## config.mk

```make
export PLATFORM = sky130hd
export DESIGN_NAME = line_track_filter_flat
export DESIGN_NICKNAME = d
export VERILOG_FILES = /design/src/rtl/line_track_filter_if.sv /design/src/rtl/line_track_filter.sv /design/src/flat_wrapper.sv
export SDC_FILE = /design/constraint.sdc
export NUM_CORES = 1
export LEC_CHECK = 0
export CORE_MARGIN = 1
export CORE_UTILIZATION = 60
export DETAILED_ROUTE_END_ITERATION = 16
export HOLD_SLACK_MARGIN = 0.06
export PLACE_DENSITY = 0.82
export SYNTH_ARGS = -nofsm -noshare
export SYNTH_HDL_FRONTEND = slang
export SYNTH_SLANG_ARGS = --single-unit
```

## constraint.sdc

```tcl
create_clock -name clk -period 4.3 [get_ports clk]
set_clock_uncertainty 0.2 [all_clocks]
set_input_delay 0.86 -clock clk [delete_from_list [all_inputs] [get_ports clk]]
set_output_delay 0.86 -clock clk [all_outputs]
set_load 0.02 [all_outputs]
```

## src/rtl/line_track_filter_if.sv

```systemverilog
// Signal bundle between a line-tracker sensor array and its debounce filter.
interface line_track_filter_if #(
   parameter int NUM_CH = 3
);
   logic [NUM_CH-1:0] track;
   logic [NUM_CH-1:0] detect_road;
   logic              road_change;
   logic              line_lost;
   logic [1:0]        last_side;

   modport master (
      output track,
      input  detect_road, road_change, line_lost, last_side
   );

   modport slave (
      input  track,
      output detect_road, road_change, line_lost, last_side
   );
endinterface

```

## src/rtl/line_track_filter.sv

```systemverilog
// Line-tracker front end: synchronises and debounces each sensor channel, flags changes,
// detects a lost line and remembers which side the line was last seen on.
module line_track_filter #(
   parameter int NUM_CH     = 3,
   parameter int STABLE_CYC = 4,
   parameter int LOST_CYC   = 1000,
   parameter bit ACTIVE_LOW = 1'b0
) (
   input  logic               clk,
   input  logic               reset,
   line_track_filter_if.slave bus
);
   localparam int CW = $clog2(STABLE_CYC + 1);
   localparam int LW = $clog2(LOST_CYC + 1);
   localparam int C  = (NUM_CH - 1) / 2;

   localparam logic [NUM_CH-1:0] POL         = {NUM_CH{ACTIVE_LOW}};
   localparam logic [CW-1:0]     STABLE_LAST = CW'(STABLE_CYC - 1);
   localparam logic [LW-1:0]     LOST_MAX    = LW'(LOST_CYC);
   // Channels at or right of centre, and strictly right of centre.
   localparam logic [NUM_CH-1:0] MASK_LE_C   = NUM_CH'((1 << (C + 1)) - 1);
   localparam logic [NUM_CH-1:0] MASK_LT_C   = NUM_CH'((1 << C) - 1);

   localparam logic [1:0] SIDE_LEFT   = 2'b10;
   localparam logic [1:0] SIDE_RIGHT  = 2'b01;
   localparam logic [1:0] SIDE_CENTRE = 2'b11;

   logic [NUM_CH-1:0]         r_sync1;
   logic [NUM_CH-1:0]         r_sync2;
   logic [NUM_CH-1:0]         w_s;
   logic [NUM_CH-1:0]         r_f;
   logic [NUM_CH-1:0]         w_f_next;
   logic [NUM_CH-1:0][CW-1:0] r_cnt;
   logic [NUM_CH-1:0][CW-1:0] w_cnt_next;
   logic [LW-1:0]             r_lost_cnt;
   logic [LW-1:0]             w_lost_next;
   logic [1:0]                w_side;
   logic                      r_road_change;
   logic                      r_line_lost;
   logic [1:0]                r_last_side;

   // Synchroniser flops reset to the raw "no line" level so the normalised sample reads 0.
   always_ff @(posedge clk or posedge reset) begin
      if (reset) begin
         r_sync1 <= POL;
         r_sync2 <= POL;
      end else begin
         // NOTE: sequential state uses non-blocking assignments so every flop samples pre-edge values.
         r_sync1 <= bus.track;
         r_sync2 <= r_sync1;
      end
   end

   assign w_s = r_sync2 ^ POL;

   always_comb begin
      // NOTE: defaults before any branch keep this block free of inferred latches.
      w_f_next   = r_f;
      w_cnt_next = '0;
      for (int i = 0; i < NUM_CH; i++) begin
         if (w_s[i] != r_f[i]) begin
            if (r_cnt[i] == STABLE_LAST) begin
               w_f_next[i] = w_s[i];
            end else begin
               w_cnt_next[i] = r_cnt[i] + CW'(1);
            end
         end
      end
   end

   always_comb begin
      w_lost_next = r_lost_cnt;
      if (r_f != '0) begin
         w_lost_next = '0;
      end else if (r_lost_cnt != LOST_MAX) begin
         w_lost_next = r_lost_cnt + LW'(1);
      end
   end

   // Only consulted while some channel is set, so the all-zero pattern never matters here.
   always_comb begin
      w_side = SIDE_CENTRE;
      if ((r_f & MASK_LE_C) == '0) begin
         w_side = SIDE_LEFT;
      end else if ((r_f & ~MASK_LT_C) == '0) begin
         w_side = SIDE_RIGHT;
      end
   end

   always_ff @(posedge clk or posedge reset) begin
      if (reset) begin
         r_cnt         <= '0;
         r_f           <= '0;
         r_road_change <= 1'b0;
         r_lost_cnt    <= '0;
         r_line_lost   <= 1'b0;
         r_last_side   <= SIDE_CENTRE;
      end else begin
         r_cnt         <= w_cnt_next;
         r_f           <= w_f_next;
         r_road_change <= (w_f_next != r_f);
         r_lost_cnt    <= w_lost_next;
         r_line_lost   <= (w_lost_next == LOST_MAX);
         if (r_f != '0) begin
            r_last_side <= w_side;
         end
      end
   end

   assign bus.detect_road = r_f;
   assign bus.road_change = r_road_change;
   assign bus.line_lost   = r_line_lost;
   assign bus.last_side   = r_last_side;

endmodule
```

## src/flat_wrapper.sv

```systemverilog
// flat-port wrapper written by rule: the top's interface ports become plain ports
module line_track_filter_flat 
#(
   parameter int NUM_CH     = 3,
   parameter int STABLE_CYC = 4,
   parameter int LOST_CYC   = 1000,
   parameter bit ACTIVE_LOW = 1'b0
)
  (clk, reset, bus_track, bus_detect_road, bus_road_change, bus_line_lost, bus_last_side);
  line_track_filter_if #(.NUM_CH(NUM_CH)) bus_i ();
  input  logic clk;
  input  logic reset;
  input wire logic [$bits(bus_i.track)-1:0] bus_track;
  output wire logic [$bits(bus_i.detect_road)-1:0] bus_detect_road;
  output wire logic [$bits(bus_i.road_change)-1:0] bus_road_change;
  output wire logic [$bits(bus_i.line_lost)-1:0] bus_line_lost;
  output wire logic [$bits(bus_i.last_side)-1:0] bus_last_side;
  assign bus_i.track = bus_track;
  assign bus_detect_road = bus_i.detect_road;
  assign bus_road_change = bus_i.road_change;
  assign bus_line_lost = bus_i.line_lost;
  assign bus_last_side = bus_i.last_side;
  line_track_filter #(.NUM_CH(NUM_CH), .STABLE_CYC(STABLE_CYC), .LOST_CYC(LOST_CYC), .ACTIVE_LOW(ACTIVE_LOW)) u_core (.clk(clk), .reset(reset), .bus(bus_i));
endmodule
```

==> flow_metrics.py, run 1 <==
metrics = {
    "place": {
        "dp_cells": 164,
        "post-place-ws_ns": 1.84,
        "dp_hpwl_mm": 1.73,
        "portBuffers": 11,
        "place_congestion": 0.777,
    },
    "die": {
        "rows": 17,
        "die_area_um2": 2600,
        "initial_utilization": 0.645,
        "ios": 12,
        "die_y_um": 51.0,
        "die_w_um": 51.0,
        "core_area_um2": 2230,
    },
    "critical_path": {
        "path_depth": 1,
        "arrival_ns": 1.47,
        "crit_fanout": 2,
        "critical-path-slowest-cell": "clkdlybuf4s50_1",
        "critPathLaunch": "u_core.bus.last_side[0]",
        "crit_buf_inv": 1,
        "r2r_end": "u_core.bus.line_lost",
        "critPathKind": "flip-flop to output pin",
        "r2r_cells": 6,
        "r2r_slack_ns": 2.07,
        "r2r_start": "u_core.r_lost_cnt[0]",
        "startpoint_type": "flip-flop",
        "critPathRequiredTime_ns": 3.24,
        "crit_family": "buffers and inverters",
        "critPathCapture": "bus_last_side[0]",
        "critPathCaptureType": "output pin",
        "cpPeakStageDelay_ns": 0.59,
        "cp_cell_sequence": "clkdlybuf4s50_1",
    },
    "synth": {
        "netlist_area_um2": 1440,
        "synth_cells": 128,
        "ys_warn_count": 0,
        "synth-seq-area-share": 0.558,
        "synth_top_area_frac": 0.521,
        "synth_top_area_cell": "dfrtp_1",
        "synth_edf_count": 0,
        "yosys-top-cells-area": "dfrtp_1 52%, nor2_1 4.4%, ha_1 4.3%, dfstp_2 3.6%, xnor2_1 3.6%",
        "syn_avg_cell_area_um2": 11.3,
        "synthArstFlopShare": 1.00,
        "yosys-top-cells-count": "30 x dfrtp_1, 17 x nor2_1, 9 x inv_1",
        "synth_cell_types": 38,
        "yosysMostFrequentCell": "dfrtp_1",
        "syn_nets": 138,
        "ys.flop_type": "dfrtp_1",
        "synth_seq_cells": 32,
    },
    "power": {
        "pwr-share-clk": 0.268,
        "powerDensity_nw_per_um2": 553,
        "ir_worst_vdd_mv": 0.410,
        "p_leak_uw": 0.000748,
        "power_uw": 922,
        "swShare": 0.309,
        "switching_power_uw": 285,
        "p_seq_frac": 0.455,
        "internal-power_uw": 637,
        "combPwrFrac": 0.277,
    },
    "final_layout": {
        "num-fill-cells": 164,
        "multiInputGateArea_um2": 589,
        "finalNetCount": 153,
        "final_cells": 172,
        "seqCellArea_um2": 803,
        "drive_above_1_share": 0.132,
        "area_growth_pct": 15.7,
        "diodes": 0,
    },
    "timing": {
        "hold_viol_final": 0,
        "finalSetupTns_ns": 0,
        "setup_viol": 0,
        "post-route-min-period_ns": 2.53,
        "period_share": 0.587,
        "whs_ns": 0.145,
        "relSlewSlack": 0.224,
        "fmax_mhz": 396,
        "drv_slew": 0,
        "fin_ws_ns": 1.77,
        "rsz0062_at_grt": "false",
        "worst_pin_slew_ns": 1.16,
    },
    "grt": {
        "grt_max_degree": 33,
        "grt_overflow": 0,
        "grt_pass1_vias": 926,
        "antenna_found_initial": 0,
        "grt_usage": 0.225,
        "grt_pass1_wl_mm": 4.11,
    },
    "routing": {
        "final_antenna_net_count": 0,
        "dr.pass1.iters": 4,
        "detail_route.wl_per_cell_um": 13.8,
        "drtIter0Drc": 16,
        "vias": 973,
        "routed_wl_mm": 2.37,
        "viasPerCell": 5.66,
        "drc": 0,
    },
    "clock_network": {
        "htree_levels": 2,
        "cts.repair.resized": 0,
        "cts_tree": "done",
        "clock_sinks": 32,
        "clk_pin_slew_ns": 0.10,
        "clockRootBuffer": "clkbuf_4",
        "cts.path.max_buffers": 2,
        "insertion_delay_ns": 0.32,
        "post_cts_hold_buffer_count": 0,
        "post_cts_buffers": 0,
        "numCtsBuffers": 5,
    },
    "min_path": {
        "hold_path_class": "flip-flop to flip-flop",
    },
    "flow_run": {
        "drv_cap": 0,
    },
    "outcome": {
        "status": "finished clean",
    },
}
[layout make-up]
type / count / area share
timing repair buffer: 11 / 0.0661
inverter: 9 / 0.0203
tap: 28 / 0.0210
multi-input combinational: 84 / 0.354
clock buffer: 7 / 0.0390
clock inverter: 1 / 0.0180
sequential: 32 / 0.482
[cells in the final DEF, fill, tap and decap left out, drive strengths merged, types with 2 or more instances in the layout]
cell type      Yosys  final
nor3               5      5
o21ai              3      3
clkdlybuf4s50      0     11
inv                9      9
mux2i              2      2
a21oi              2      2
nor3b              4      4
nand2b             2      2
clkbuf             1      7
and3               2      2
xor2               3      3
nand3              5      5
mux2               3      3
dfrtp             30     30
nand2              5      5
xnor2              6      6
nor4b              2      2
ha                 5      5
nor2              17     17
nor2b              4      4
or3                2      2
dfstp              2      2
[power groups by stage]
stage | clock network (uW) | registers [uW] | logic, uW
after global placement | 0 | 422 | 236
final | 247 | 420 | 255
after global routing | 268 | 431 | 283
after detailed placement | 0 | 425 | 257
after CTS | 254 | 420 | 259
after floorplan | 0 | 435 | 151
[metrics by stage]
step,area (um2),util
global route,1670,0.746
detailed placement,1570,0.704
CTS,1670,0.746
finish,1670,0.746
floorplan,1440,-
global placement,1570,0.704
[worst min path at each step]
| stage | from | to | cells past startpoint |
|---|---|---|---|
| finish | u_core.r_sync1[2] | u_core.r_sync2[2] | 0 |
| global route | u_core.r_sync1[2] | u_core.r_sync2[2] | 0 |
| CTS | u_core.r_sync1[2] | u_core.r_sync2[2] | 0 |
| detailed placement | u_core.r_sync1[2] | u_core.r_sync2[2] | 0 |
| global placement | u_core.r_sync1[0] | u_core.r_sync2[0] | 0 |
| floorplan | u_core.r_sync1[0] | u_core.r_sync2[0] | 0 |
[sequential cells by signal, summed over array words and instances (netlist names)]
signal / count
u_core.r_lost_cnt: 10
u_core.bus.line_lost: 1
u_core.bus.road_change: 1
u_core.r_sync2: 3
u_core.r_cnt: 9
u_core.bus.detect_road: 3
u_core.bus.last_side: 2
u_core.r_sync1: 3
[metal layers]
layer,part of all wire,up-vias,track usage
li1,-,471,-
met1,0.47,480,0.292
met2,0.48,17,0.346
met3,0.031,5,0.0714
met4,0.018,0,0.0972
met5,0,-,0
[logic make-up (layout without fill, tap and decap cells)]
kind of cell	after synthesis	in the layout	share of synthesized area
fa+ha+maj	5	5	0.0434
flops	32	32	0.558
xor+xnor	9	9	0.0547
buf+inv	12	28	0.0330
compound gates	13	13	0.0686
mux	5	5	0.0374
simple gates	52	52	0.205
Power figures use the tool's default switching activity.
==> inputs of run 2 (changes only) <==
--- a/config.mk
+++ b/config.mk
@@ -6,10 +6,10 @@
 export NUM_CORES = 1
 export LEC_CHECK = 0
 export CORE_MARGIN = 1
-export CORE_UTILIZATION = 60
+export CORE_UTILIZATION = 56
 export DETAILED_ROUTE_END_ITERATION = 16
 export HOLD_SLACK_MARGIN = 0.06
-export PLACE_DENSITY = 0.82
+export PLACE_DENSITY = 0.77
 export SYNTH_ARGS = -nofsm -noshare
 export SYNTH_HDL_FRONTEND = slang
 export SYNTH_SLANG_ARGS = --single-unit
==> constraint.sdc (replaced) <==
create_clock -name clk -period 2.6 [get_ports clk]
set_clock_uncertainty 0.2 [all_clocks]
set_input_delay 0.52 -clock clk [delete_from_list [all_inputs] [get_ports clk]]
set_output_delay 0.52 -clock clk [all_outputs]
set_load 0.02 [all_outputs]
==> run 2 against run 1 <==
Global-route usage decreased by 1.4 points. Hold slack better by 0.0081 ns. Clock power grew 31%. Sequential share of layout area up 0.48 points. Final cell count increased by 1.7%. Highest routed layer unchanged.
==> flow_metrics.py, run 2 (synthesis gave the netlist of run 1 again) <==
metrics = {
    "clock_network": {
        "cts.repair.resized": 0,
        "clk_pin_slew_ns": 0.09,
        "clockRootBuffer": "clkbuf_4",
        "cts.path.max_buffers": 2,
        "cts_tree": "done",
        "clock_sinks": 32,
        "post_cts_buffers": 0,
        "post_cts_hold_buffer_count": 0,
        "htree_levels": 2,
        "numCtsBuffers": 5,
        "insertion_delay_ns": 0.34,
    },
    "die": {
        "die_y_um": 52.7,
        "initial_utilization": 0.587,
        "ios": 12,
        "die_w_um": 52.7,
        "rows": 18,
        "die_area_um2": 2780,
        "core_area_um2": 2450,
    },
    "grt": {
        "grt_pass1_wl_mm": 3.91,
        "antenna_found_initial": 0,
        "grt_overflow": 0,
        "grt_max_degree": 33,
        "grt_usage": 0.211,
        "grt_pass1_vias": 903,
    },
    "power": {
        "p_leak_uw": 0.000740,
        "powerDensity_nw_per_um2": 872,
        "ir_worst_vdd_mv": 0.579,
    },
    "routing": {
        "dr.pass1.iters": 6,
        "vias": 974,
        "viasPerCell": 5.57,
        "detail_route.wl_per_cell_um": 14.2,
        "final_antenna_net_count": 0,
        "routed_wl_mm": 2.48,
        "drtIter0Drc": 11,
        "drc": 0,
    },
    "timing": {
        "setup_viol": 0,
        "period_share": 0.845,
        "post-route-min-period_ns": 2.20,
        "drv_slew": 0,
        "hold_viol_final": 0,
        "relSlewSlack": 0.729,
        "fmax_mhz": 455,
        "finalSetupTns_ns": 0,
        "worst_pin_slew_ns": 0.406,
        "rsz0062_at_grt": "false",
    },
    "place": {
        "portBuffers": 11,
        "dp_hpwl_mm": 1.81,
        "place_congestion": 0.828,
    },
    "critical_path": {
        "critPathKind": "flip-flop to output pin",
        "crit_buf_inv": 1,
        "cpPeakStageDelay_ns": 0.60,
        "arrival_ns": 1.48,
        "critPathRequiredTime_ns": 1.88,
        "crit_family": "buffers and inverters",
        "path_depth": 1,
        "r2r_cells": 6,
        "crit_fanout": 2,
        "critPathCaptureType": "output pin",
        "startpoint_type": "flip-flop",
        "critical-path-slowest-cell": "clkdlybuf4s50_1",
        "cp_cell_sequence": "clkdlybuf4s50_1",
    },
    "final_layout": {
        "mostFrequentLayoutCells": "30 x dfrtp_1, 17 x nor2_1, 11 x clkdlybuf4s50_1",
        "diodes": 0,
        "drive_above_1_share": 0.131,
        "top_register": "u_core.r_lost_cnt",
        "largest_reg_flops": 10,
        "multiInputGateArea_um2": 589,
        "area_growth_pct": 14.6,
        "num-fill-cells": 196,
        "finalNetCount": 154,
        "seqCellArea_um2": 803,
        "layout_commonest_cell": "dfrtp_1",
        "final_core_util": 0.672,
        "reg_top3": "u_core.r_lost_cnt (10), u_core.r_cnt (9)",
    },
    "flow_run": {
        "drv_cap": 0,
    },
    "min_path": {
        "hold_path_class": "flip-flop to flip-flop",
        "min_path_cells": 0,
    },
    "outcome": {
        "status": "finished clean",
    },
}
-- run 2: worst paths after layout --
check	end	start	slack, ns
max in group asynchronous	u_core.bus.last_side[0]	reset	1.52
worst max-delay path	bus_last_side[0]	u_core.bus.last_side[0]	0.40
worst max register to register	u_core.bus.line_lost	u_core.r_lost_cnt[0]	0.41
worst min-delay path	u_core.r_sync2[2]	u_core.r_sync1[2]	0.15
worst min register to register	u_core.r_sync2[2]	u_core.r_sync1[2]	0.15
min in group asynchronous	u_core.r_cnt[6]	reset	0.36
-- run 2: area by class of cell --
class / count / area share
Sequential cell: 32 / 0.487
Multi-Input combinational cell: 84 / 0.357
Timing Repair Buffer: 12 / 0.0713
Clock buffer: 8 / 0.0417
Tap cell: 30 / 0.0227
Inverter: 9 / 0.0205
-- run 2: power breakdown --
part | switching (uW) | total [uW] | internal, uW
Combinational | 221 | 421 | 200
Sequential | 97.2 | 696 | 599
Clock | 164 | 323 | 159
Total | 482 | 1440 | 958
-- run 2: per-stage QoR --
step                hold slack (ns)  worst slack, ns  cells  power, uW  area [um2]
floorplan                     0.131            0.650    128        969        1440
global placement              0.134            0.555    167       1090        1580
detailed placement            0.136            0.420    167       1130        1580
CTS                           0.156            0.389    175       1460        1650
global route                  0.157            0.274    175       1540        1650
finish                        0.153            0.403    175       1440        1650
-- run 2: layer usage --
metal	vias to the layer above	global-route usage	part of all wire
met5	-	0	0
met4	0	0.105	0.023
met3	6	0.0957	0.037
met2	17	0.340	0.52
met1	480	0.233	0.42
li1	471	-	-
==> inputs of run 3 (changes only) <==
--- a/config.mk
+++ b/config.mk
@@ -6,10 +6,10 @@
 export NUM_CORES = 1
 export LEC_CHECK = 0
 export CORE_MARGIN = 1
-export CORE_UTILIZATION = 56
+export CORE_UTILIZATION = 50
 export DETAILED_ROUTE_END_ITERATION = 16
 export HOLD_SLACK_MARGIN = 0.06
-export PLACE_DENSITY = 0.77
+export PLACE_DENSITY = 0.73
 export SYNTH_ARGS = -nofsm -noshare
 export SYNTH_HDL_FRONTEND = slang
 export SYNTH_SLANG_ARGS = --single-unit
==> constraint.sdc (replaced) <==
create_clock -name clk -period 1.9 [get_ports clk]
set_clock_uncertainty 0.2 [all_clocks]
set_input_delay 0.38 -clock clk [delete_from_list [all_inputs] [get_ports clk]]
set_output_delay 0.38 -clock clk [all_outputs]
set_load 0.02 [all_outputs]
==> run 3 against run 2 <==
Sequential share of layout area down 3.4 points. First-iteration DRC count up 150%. Setup slack worse by 0.36 ns. Clock-buffer cell count down 2. Wire length up 1.1%. Flip-flop and latch count unchanged.
==> flow_metrics.py, run 3 (synthesis gave the netlist of run 1 again) <==
metrics = {
    "timing": {
        "relSlewSlack": 0.743,
        "rsz0062_at_grt": "true",
        "hold_viol_final": 0,
        "drv_slew": 0,
        "post-route-min-period_ns": 1.86,
        "setup_viol": 0,
        "fmax_mhz": 538,
        "worst_pin_slew_ns": 0.386,
        "period_share": 0.978,
        "whs_ns": 0.163,
    },
    "die": {
        "die_y_um": 55.7,
        "die_w_um": 55.7,
        "rows": 19,
        "die_area_um2": 3100,
        "initial_utilization": 0.527,
        "core_area_um2": 2730,
        "ios": 12,
    },
    "outcome": {
        "status": "finished clean",
    },
    "clock_network": {
        "post_cts_hold_buffer_count": 0,
        "numCtsBuffers": 5,
        "cts_tree": "done",
        "clk_pin_slew_ns": 0.10,
        "insertion_delay_ns": 0.32,
        "cts.path.max_buffers": 2,
        "clock_sinks": 32,
        "clockRootBuffer": "clkbuf_4",
        "htree_levels": 2,
    },
    "critical_path": {
        "startpoint_type": "flip-flop",
        "arrival_ns": 1.89,
        "critPathKind": "flip-flop to flip-flop",
        "crit_fanout": 4,
        "critPathCaptureType": "flip-flop",
        "r2r_slack_ns": 0.04,
        "critPathRequiredTime_ns": 1.94,
    },
    "power": {
        "combPwrFrac": 0.313,
        "p_leak_uw": 0.000805,
        "swShare": 0.331,
        "ir_worst_vdd_mv": 0.885,
        "internal-power_uw": 1390,
        "p_seq_frac": 0.446,
        "switching_power_uw": 689,
        "powerDensity_nw_per_um2": 1170,
        "pwr-share-clk": 0.241,
    },
    "final_layout": {
        "multiInputGateArea_um2": 646,
        "area_growth_pct": 23.5,
        "seqCellArea_um2": 806,
        "diodes": 0,
        "final_cells": 184,
        "largest_reg_flops": 10,
        "drive_above_1_share": 0.235,
        "top_register": "u_core.r_lost_cnt",
        "reg_top3": "u_core.r_lost_cnt (10), u_core.r_cnt (9)",
        "mostFrequentLayoutCells": "28 x dfrtp_1, 17 x nor2_1, 8 x inv_1",
        "layout_commonest_cell": "dfrtp_1",
        "num-fill-cells": 211,
        "finalNetCount": 162,
    },
    "place": {
        "portBuffers": 11,
        "place_congestion": 0.812,
        "dp_cells": 174,
        "dp_hpwl_mm": 1.73,
    },
    "routing": {
        "final_antenna_net_count": 0,
        "routed_wl_mm": 2.51,
        "drtIter0Drc": 27,
        "viasPerCell": 5.27,
        "detail_route.wl_per_cell_um": 13.6,
        "vias": 970,
        "dr.pass1.iters": 4,
        "drc": 0,
    },
    "grt": {
        "grt_usage": 0.180,
        "antenna_found_initial": 0,
        "grt_pass1_vias": 974,
        "grt_pass1_wl_mm": 4.24,
        "grt_max_degree": 33,
        "grt_overflow": 0,
    },
    "min_path": {
        "hold_path_class": "flip-flop to flip-flop",
    },
    "flow_run": {
        "drv_cap": 0,
    },
}
==> run 3: cell types whose count changed in the layout (fill, tap and decap cells not counted), sizes merged <==
cell           previous run  this run
buf                       1         9
bufinv                    0         1
clkbuf                    8         6
clkdlybuf4s50            11         6
clkinv                    0         1
dlygate4sd2               0         5
==> run 3: layout make-up <==
class	count	share of cell area
clock buffer	6	0.0232
clock inverter	2	0.0197
inverter	9	0.0190
multi-input combinational	84	0.363
sequential	32	0.453
tap	31	0.0218
timing repair buffer	20	0.101
==> run 3: worst paths after layout <==
path                                 startpoint                       to  cells after the start
min in group asynchronous                 reset          u_core.r_cnt[4]                      3
hold reg to reg               u_core.r_sync1[0]        u_core.r_sync2[0]                      0
hold / removal                u_core.r_sync1[0]        u_core.r_sync2[0]                      0
setup reg to reg           u_core.r_lost_cnt[0]     u_core.bus.line_lost                      6
setup / recovery           u_core.r_lost_cnt[0]     u_core.bus.line_lost                      6
max in group asynchronous                 reset  u_core.bus.last_side[1]                      3
==> run 3: through the flow <==
stage / setup TNS (ns) / util / instance area [um2] / power (uW) / setup WS (ns)
after floorplan: 0 / - / 1440 / 1330 / 0.0222
after global placement: 0 / 0.597 / 1630 / 1550 / 0.0764
after detailed placement: -0.0628 / 0.597 / 1630 / 1580 / -0.0628
after CTS: 0 / 0.630 / 1720 / 2050 / 0.00399
after global routing: -0.174 / 0.651 / 1780 / 2210 / -0.0697
final: 0 / 0.651 / 1780 / 2080 / 0.0415
==> run 3: worst max-delay path, cell delays in order (launching register included) <==
cell,delay (ns)
dfrtp_1,0.42
ha_4,0.17
nand4_4,0.11
or3_1,0.40
a21oi_2,0.14
o211ai_1,0.11
nor4b_2,0.23
==> run 3: routing by layer <==
layer  track usage  wire length, um  vias to the layer above
li1              -                -                      485
met1         0.234             1190                      470
met2         0.272             1220                       11
met3        0.0535               76                        4
met4        0.0929               27                        0
met5             0                0                        -
==> run 3: power by group through the flow <==
stage                     sequential, uW  combinational [uW]  clock [uW]
after detailed placement             936                 648           0
final                                929                 652         502
after global routing                 947                 718         542
after global placement               925                 622           0
after CTS                            919                 620         513
after floorplan                      987                 342           0
==> run 3: timing repair <==
action | in CTS | in global routing
pin swaps | 1 | 6
endpoints found under the setup margin | 6 | 4
buffers inserted | 2 | 0
resized for setup | 6 | 11
